===== config.mk =====
export PLATFORM = sky130hd
export DESIGN_NAME = srpt_fetch_scheduler
export DESIGN_NICKNAME = d
export VERILOG_FILES = /design/src/rtl/srpt_fetch_scheduler.sv
export SDC_FILE = /design/constraint.sdc
export NUM_CORES = 1
export LEC_CHECK = 0
export ABC_AREA = 1
export CORE_MARGIN = 1
export CORE_UTILIZATION = 50
export CTS_CLUSTER_SIZE = 14
export DETAILED_ROUTE_END_ITERATION = 10
export PLACE_DENSITY = 0.74
export SYNTH_ARGS = -nofsm -noshare
export SYNTH_HDL_FRONTEND = slang
export SYNTH_SLANG_ARGS = --single-unit

===== constraint.sdc =====
create_clock -name ap_clk -period 7.2 [get_ports ap_clk]
set_input_delay 1.44 -clock ap_clk [delete_from_list [all_inputs] [get_ports ap_clk]]
set_output_delay 1.44 -clock ap_clk [all_outputs]
set_load 0.005 [all_outputs]

===== src/rtl/srpt_fetch_scheduler.sv =====
// Turns ACTIVE fetch-queue entries into single-block DMA reads and completions into DBUFF_UPDATE entries.
// Accept->request 1 cycle, completion->update 1 cycle; stalls on tag exhaustion, dma_req_ready_i, and a held update.
module srpt_fetch_scheduler #(
  parameter int MAX_OUTSTANDING = 8,
  parameter int TAG_W           = 3,
  parameter int BLOCK_BYTES     = 64
) (
  input  logic             ap_clk,
  input  logic             ap_rst_n,
  input  logic             fetch_in_valid_i,
  input  logic [98:0]      fetch_in_data_i,
  output logic             fetch_in_ready_o,
  output logic             dma_req_valid_o,
  input  logic             dma_req_ready_i,
  output logic [TAG_W-1:0] dma_req_tag_o,
  output logic [8:0]       dma_req_dbuff_o,
  output logic [19:0]      dma_req_offset_o,
  output logic [6:0]       dma_req_len_o,
  input  logic             dma_cmpl_valid_i,
  input  logic [TAG_W-1:0] dma_cmpl_tag_i,
  output logic             dma_cmpl_ready_o,
  output logic             update_valid_o,
  input  logic             update_ready_i,
  output logic [98:0]      update_data_o,
  output logic [TAG_W:0]   outstanding_o
);

  typedef struct packed {
    logic [9:0]  rsvd_hi;
    logic [2:0]  prio;
    logic [19:0] granted;
    logic [19:0] dbuffered;
    logic [19:0] remaining;
    logic        rsvd_lo;
    logic [8:0]  dbuff_id;
    logic [15:0] rpc_id;
  } entry_t;

  typedef enum logic {S_IDLE, S_ISSUE} state_t;

  localparam logic [2:0]     PRIO_ACTIVE  = 3'b101;
  localparam logic [2:0]     PRIO_DB_UPD  = 3'b001;
  localparam logic [TAG_W:0] MAX_CNT      = (TAG_W+1)'(MAX_OUTSTANDING);
  localparam logic [TAG_W:0] CNT_ONE      = (TAG_W+1)'(1);

  state_t                   state_q, state_d;
  entry_t                   fin;
  entry_t                   upd_d, upd_q;
  logic                     upd_vld_q;
  logic [MAX_OUTSTANDING-1:0] tag_busy_q;
  logic [TAG_W:0]           outstanding_q;
  logic [TAG_W-1:0]         free_tag;
  logic                     have_free;
  logic                     admissible, accept, cmpl_hs, cmpl_live;
  logic [6:0]               len_d;
  logic [20:0]              end_sum;
  logic [19:0]              end_d;
  logic [TAG_W-1:0]         req_tag_q;
  logic [8:0]               req_dbuff_q;
  logic [19:0]              req_offset_q;
  logic [6:0]               req_len_q;
  logic [15:0]              tbl_rpc   [MAX_OUTSTANDING];
  logic [8:0]               tbl_dbuff [MAX_OUTSTANDING];
  logic [19:0]              tbl_end   [MAX_OUTSTANDING];
  logic                     unused_fields;

  assign fin           = entry_t'(fetch_in_data_i);
  assign unused_fields = ^{fin.granted, fin.rsvd_hi, fin.rsvd_lo};

  // Bitmap is registered, so a tag freed this cycle is only visible next cycle.
  always_comb begin
    free_tag  = '0;
    have_free = 1'b0;
    for (int i = MAX_OUTSTANDING - 1; i >= 0; i--) begin
      if (!tag_busy_q[i]) begin
        have_free = 1'b1;
        free_tag  = TAG_W'(i);
      end
    end
  end

  assign admissible = fetch_in_valid_i && (fin.prio == PRIO_ACTIVE) && (fin.remaining != '0)
                      && have_free && (outstanding_q != MAX_CNT);
  assign len_d   = (fin.remaining > 20'(BLOCK_BYTES)) ? 7'(BLOCK_BYTES) : fin.remaining[6:0];
  assign end_sum = {1'b0, fin.dbuffered} + {14'd0, len_d};
  assign end_d   = end_sum[20] ? 20'hFFFFF : end_sum[19:0];

  always_ff @(posedge ap_clk or negedge ap_rst_n) begin
    if (!ap_rst_n) state_q <= S_IDLE;
    else           state_q <= state_d;
  end

  always_comb begin
    state_d = state_q;
    case (state_q)
      S_IDLE:  if (accept)          state_d = S_ISSUE;
      S_ISSUE: if (dma_req_ready_i) state_d = S_IDLE;
      default:                      state_d = S_IDLE;
    endcase
  end

  // Reset gates the combinational readies so every output is 0 while held in reset.
  always_comb begin
    fetch_in_ready_o = 1'b0;
    dma_req_valid_o  = 1'b0;
    case (state_q)
      S_IDLE:  fetch_in_ready_o = ap_rst_n && admissible;
      S_ISSUE: dma_req_valid_o  = 1'b1;
      default: ;
    endcase
  end

  assign accept           = fetch_in_ready_o;
  assign dma_cmpl_ready_o = ap_rst_n && (!upd_vld_q || update_ready_i);
  assign cmpl_hs          = dma_cmpl_valid_i && dma_cmpl_ready_o;
  assign cmpl_live        = cmpl_hs && tag_busy_q[dma_cmpl_tag_i];

  always_ff @(posedge ap_clk or negedge ap_rst_n) begin
    if (!ap_rst_n) begin
      tag_busy_q    <= '0;
      outstanding_q <= '0;
    end else begin
      if (accept)    tag_busy_q[free_tag]       <= 1'b1;
      if (cmpl_live) tag_busy_q[dma_cmpl_tag_i] <= 1'b0;
      case ({accept, cmpl_live})
        2'b10:   outstanding_q <= outstanding_q + CNT_ONE;
        2'b01:   outstanding_q <= outstanding_q - CNT_ONE;
        default: ;
      endcase
    end
  end

  always_ff @(posedge ap_clk or negedge ap_rst_n) begin
    if (!ap_rst_n) begin
      req_tag_q    <= '0;
      req_dbuff_q  <= '0;
      req_offset_q <= '0;
      req_len_q    <= '0;
    end else if (accept) begin
      req_tag_q    <= free_tag;
      req_dbuff_q  <= fin.dbuff_id;
      req_offset_q <= fin.dbuffered;
      req_len_q    <= len_d;
    end
  end

  always_ff @(posedge ap_clk) begin
    if (accept) begin
      tbl_rpc[free_tag]   <= fin.rpc_id;
      tbl_dbuff[free_tag] <= fin.dbuff_id;
      tbl_end[free_tag]   <= end_d;
    end
  end

  always_comb begin
    upd_d           = '0;
    upd_d.rpc_id    = tbl_rpc[dma_cmpl_tag_i];
    upd_d.dbuff_id  = tbl_dbuff[dma_cmpl_tag_i];
    upd_d.dbuffered = tbl_end[dma_cmpl_tag_i];
    upd_d.prio      = PRIO_DB_UPD;
  end

  // Single-entry skid: completions of unallocated tags are swallowed without an update.
  always_ff @(posedge ap_clk or negedge ap_rst_n) begin
    if (!ap_rst_n) begin
      upd_vld_q <= 1'b0;
      upd_q     <= '0;
    end else if (cmpl_live) begin
      upd_vld_q <= 1'b1;
      upd_q     <= upd_d;
    end else if (update_ready_i) begin
      upd_vld_q <= 1'b0;
    end
  end

  assign dma_req_tag_o    = req_tag_q;
  assign dma_req_dbuff_o  = req_dbuff_q;
  assign dma_req_offset_o = req_offset_q;
  assign dma_req_len_o    = req_len_q;
  assign update_valid_o   = upd_vld_q;
  assign update_data_o    = upd_q;
  assign outstanding_o    = outstanding_q;

endmodule


Yosys cells after proc, flatten, opt, wreduce, memory -nomap -nowiden:

Memory sizes are Yosys's and may differ from the RTL's. A register that Yosys moved wholly into a read port is not among the register bits.
Index checks and enable logic that the tools add are counted.

* register bits after elaboration: 54
* memory bits (writable): 360
* input port bits: 108
* output and inout bits: 146
* logic and storage cells: 81
* memories kept: 3

Memories
* tbl_end: words 8, width 20, rd ports 1, clocked after Yosys merged registers in 1, write ports 1, RTL line 64 `logic [19:0] tbl_end [MAX_OUTSTANDING];`
* tbl_rpc: words 8, width 16, rd ports 1, clocked after Yosys merged registers in 1, write ports 1, RTL line 62 `logic [15:0] tbl_rpc [MAX_OUTSTANDING];`
* tbl_dbuff: words 8, width 9, rd ports 1, clocked after Yosys merged registers in 1, write ports 1, RTL line 63 `logic [8:0] tbl_dbuff [MAX_OUTSTANDING];`

* $add $sub $neg: 3
* order comparisons: 5
* equality and inequality tests: 4
* mux-type cells: 35
* bitwise operators: 4
* reductions and logical operators: 18

Operators with widths (count)
* $mux 3: 8
* $add 20x7->21: 1
* $gt 20x7->1 const B: 1
* $mux 20: 1
* $reduce_bool 20->1: 1
* $mux 1: 18
* $mux 8: 2
* $logic_and 1x1->1: 10
* $and 8x8->8: 1
* $lt 3x4->1 const B: 2
* $not 8->8: 1
* $or 8x8->8: 1
* $pmux 4 s2: 1
* $mux 7: 1
* $demux 1 s3: 2
* $ge 3x1->1 const B: 2
* $add 4x1->4 const B: 1
* $logic_not 1->1: 4
* $ne 4x4->1 const B: 1
* $reduce_bool 2->1: 2
* $sub 4x1->4 const B: 1
* $bmux 1 s3: 1
* $eq 3x3->1 const B: 1
* $eq 2x1->1 const B: 1
* other kinds (4): 4

Depth between registers and ports, before layout:

* depth in word-level cells: 16
* mapped depth: 17
* depth with buffers taken out: 15

Worst setup path after synthesis:

OpenSTA, ideal clock, no wires.

* path type: in2reg
* from: input port fetch_in_data_i[87]
* to: memory tbl_dbuff[7][0], enable pin
* library setup time: 0.448 ns
* arrival time: 4.056 ns
* data required time: 6.752 ns
* setup slack: 2.696 ns
* stages: 10
* path buffers: 1
* cell sequence: inv_1 -> nand2_1 -> nor2_1 -> nand2_1 -> nor2_1 -> nand2_1 -> buf_4 -> nor2_1 -> nand2_1 -> nor2_1

* longest elaborated chain between the ends: 9

RTL lines
* start: declaration: RTL line 11 `input logic [98:0] fetch_in_data_i,`
* $eq 3x3->1: RTL line 82 `assign admissible = fetch_in_valid_i && (fin.prio == PRIO_ACTIVE) && (fin.remaining != '0)`
* $logic_and 1x1->1 (2 in a row): RTL line 82
* $logic_and 1x1->1 (2 in a row): RTL line 83 `&& have_free && (outstanding_q != MAX_CNT);`
* $logic_and 1x1->1: RTL line 107 `S_IDLE: fetch_in_ready_o = ap_rst_n && admissible;`
* $mux 1: RTL line 106 `case (state_q)`
* $mux 1: RTL line 148 `if (accept) begin`
* $mux 1 (implied by the code): RTL line 150 `tbl_dbuff[free_tag] <= fin.dbuff_id;`
* end: declaration: RTL line 63

Every way passes these cells.

Worst setup path in the final report:

* from: input port fetch_in_data_i[30]
* to: memory tbl_end[1][18], data pin

* longest elaborated chain between the ends: 4

RTL lines
* $gt 20x7->1: RTL line 84 `assign len_d = (fin.remaining > 20'(BLOCK_BYTES)) ? 7'(BLOCK_BYTES) : fin.remaining[6:0];`
* $mux 7: RTL line 84
* via len_d[0]: RTL line 55 `logic [6:0] len_d;`
* $add 20x7->21: RTL line 85 `assign end_sum = {1'b0, fin.dbuffered} + {14'd0, len_d};`
* $mux 20: RTL line 86 `assign end_d = end_sum[20] ? 20'hFFFFF : end_sum[19:0];`
* via end_d[18]: RTL line 57 `logic [19:0] end_d;`
* end: declaration: RTL line 64

The timed path passes the listed nets, and every way through them passes these cells.

==> metrics.txt <==
Primary FF master, synth=edfxtp_1; global-route wire length before repair=67.19 mm; Synth area leader=edfxtp_1; RSZ-0062 raised after global routing=no; switching share of power=0.2362; 1st-iter DRT viols=882; worst reg2reg startpoint=tag_busy_q[5]$_DFF_PN0_; clock share of power=0.363; CTS-repair resized insts=0; die width=196.0 um; f_max=0.2025 GHz; Worst Hold Launch=update_data_o[64]$_DFFE_PN0P_; sequential share of power=0.504; grt peak-use layer=met2; CP delay by family, top=compound AO/OA/AOI/OAI gates; part of the cycle the worst path needs=0.6860; Worst EP arrival=5.12 ns; initial core utilization=0.5117; die area=38,430 um^2; slowest stage delay, CP=0.95 ns; WS Path Type=input port to register; Finished Cell Area=22,140 um^2; combinational fraction of design power=0.133; Critical Path Source Type=input port; Data required, critical path=7.38 ns; EDFF count, synth=360; initial antenna violation count=0; Final nets=1,885; gr usage total=0.2268; fin crit period=4.939 ns; Critical path buffers and inverters=3; type of the worst min-delay path=register to register; Syn Std Cell Area=18,820 um^2; residual DRC count=0; I/O Buffers=169; Setup TNS=0 ns; Max Cap Viol=0; Worst Skew=0.01135 ns; Setup WS pre-CTS=1.774 ns; Hold-fix buffers, CTS=0; Cell Chain, Critical Path=clkdlybuf4s50_1 -> nor2_1 -> inv_1 -> o31ai_1 -> nand3_1 -> inv_1 -> ha_1 -> fa_1 -> nand3_1 -> nand3_1 -> nand2_1 -> nand2_1 -> nand3_1 -> o21ai_0; vias per cell=5.531; Num CTS Buffers=46; grt ovf=0; Clock Latency Late Sink=0.55 ns; CTS tree=built; via count=12,560; flop-to-flop setup slack=3.86 ns; Leak=8.291 nW; I/O pins=254; ranking of synthesized cells by instance count=edfxtp_1 (360), nand2_1 (251), nor2_1 (236); synth top area cells=edfxtp_1 (57%), dfrtp_1 (13%), o21ai_0 (5.7%); wire per inst=19.02 um; Crit path top cell by count=nand3_1; H-tree depth=2; Synth top area share=0.5743; fill count=2,876; final setup vio count=0; ys async rst share=0.2157; worst setup path startpoint=fetch_in_data_i[30]; row count=70; chip height=196.0 um; critical path endpoint category=register; Slew @ Worst Pin=1.206 ns; Worst VDD drop=0.0001637 V; internal power=4.773 mW; Finished Core Util=0.6019; Slew headroom=0.1873; Seq/Total Area, Yosys=0.7059; share of layout cells above drive strength 1=0.06992; post-synthesis cell count=1,610; Syn Area/Cell=11.69 um^2; setup ws final=2.261 ns; final std cells w/o fill=2,270; slowest CP cell=o21ai_0; Clock Sinks=459; net switching power=1.476 mW; # Post-CTS Setup Buffers=0; drt pass-1 iters=5; root buf cell=clkbuf_16; met1 usage=0.2865; vias in the first global route=12,410; met3 usage=0.03112; largest net degree at the start of global routing=106; Post-DP Area=20,710 um^2; grt met2 use=0.4011; ant diodes=0; core area=36,790 um^2; most common cell in the netlist=edfxtp_1; status=completed; Routed Antenna Nets=0; Max clock buf depth=3; Yosys reg bits=459; wirelength, routed=43.17 mm; post-detailed-placement half-perimeter wirelength=24.98 mm; placed insts=2,185; Syn-to-layout area delta=17.63%; final hold violations=0; clk slew on worst S/H paths=0.06 ns; Synth cell types=40; Slew Viols, Final=0; gpl congestion=0.8955; pwr dens=282.2 nW/um^2; critical path peak fanout=8; yosys warns=0
-- stage by stage --
stage	hold WS, ns	power (mW)
4_1_cts	0.4744	6.296
2_1_floorplan	0.4582	3.558
3_5_place_dp	0.4594	4.037
3_3_place_gp	0.4575	4.010
5_1_grt	0.4880	6.497
6_report	0.4683	6.249
-- worst paths after layout --
path | end | depth (start not counted)
setup / recovery | tbl_end[1][18]$_DFFE_PP_ | 14
hold / removal | update_data_o[64]$_DFFE_PN0P_ | 2
setup reg to reg | tbl_end[7][19]$_DFFE_PP_ | 11
hold reg to reg | update_data_o[64]$_DFFE_PN0P_ | 2
max in group asynchronous | update_data_o[11]$_DFFE_PN0P_ | 2
min in group asynchronous | update_data_o[86]$_DFFE_PN0P_ | 1
-- cell type report --
cell class | count | area [um^2] | area share
timing repair buffer | 188 | 1833 | 0.08278
clock buffer | 58 | 1227 | 0.05543
clock inverter | 27 | 207.7 | 0.009380
inverter | 72 | 274.0 | 0.01237
multi-input combinational | 998 | 4727 | 0.2135
tap | 468 | 585.6 | 0.02645
sequential | 459 | 13290 | 0.6001
-- power groups by stage --
stage / sequential [mW] / combinational (mW) / clock, mW
floorplan: 3.20 / 0.357 / 0
global placement: 3.20 / 0.812 / 0
detailed placement: 3.20 / 0.835 / 0
CTS: 3.15 / 0.840 / 2.31
global route: 3.17 / 0.917 / 2.41
finish: 3.15 / 0.831 / 2.27
-- flip-flops by register name, indices dropped and copies added, names as in the netlist --
register          flops
dma_req_len_o         7
update_data_o        46
dma_req_tag_o         3
tag_busy_q            8
dma_req_offset_o     20
dma_req_dbuff_o       9
state_q               1
tbl_dbuff            72
update_valid_o        1
tbl_rpc             128
outstanding_o         4
tbl_end             160
-- routing by layer --
metal	vias up	routed length (um)
li1	5871	-
met1	6124	17550
met2	462	22020
met3	98	2407
met4	0	1197
met5	-	0
-- worst reg2reg max path: cells and delay by family (launching register included) --
family / cells / cell delay, ns
flops: 1 / 0.41
buf+inv: 2 / 0.79
simple gates: 9 / 1.81
-- cell families (layout without fill, tap and decap cells) --
logic type | count (synthesis) | count (layout) | synth area share
other | 1 | 53 | 0.0001992
AND/OR/NAND/NOR | 557 | 557 | 0.1179
adder cells (fa/ha/maj) | 12 | 12 | 0.008774
AO/OA/AOI/OAI | 371 | 371 | 0.1086
flip-flops | 459 | 459 | 0.7059
buffers and inverters | 205 | 345 | 0.05630
XOR/XNOR | 5 | 5 | 0.002327
-- placed cells by master, fill, tap and decap left out, types with 2 or more instances in the layout --
master / instances
a21boi_0: 2
a21oi_1: 10
a31oi_1: 3
buf_4: 20
bufinv_16: 3
clkbuf_1: 10
clkbuf_16: 47
clkdlybuf4s50_1: 167
clkinv_1: 7
clkinv_2: 16
conb_1: 53
dfrtp_1: 99
edfxtp_1: 360
fa_1: 2
ha_1: 10
inv_1: 64
inv_2: 6
nand2_1: 250
nand2_2: 2
nand3_1: 46
nand4_1: 5
nor2_1: 229
nor2_4: 7
nor3_1: 4
nor4_1: 2
o211ai_1: 2
o211ai_2: 2
o21ai_0: 214
o21ai_1: 36
o21ai_2: 8
o22ai_1: 90
or2_1: 3
or2_2: 6
xnor2_1: 3
xor2_1: 2
(Power assumes the default switching activity.)
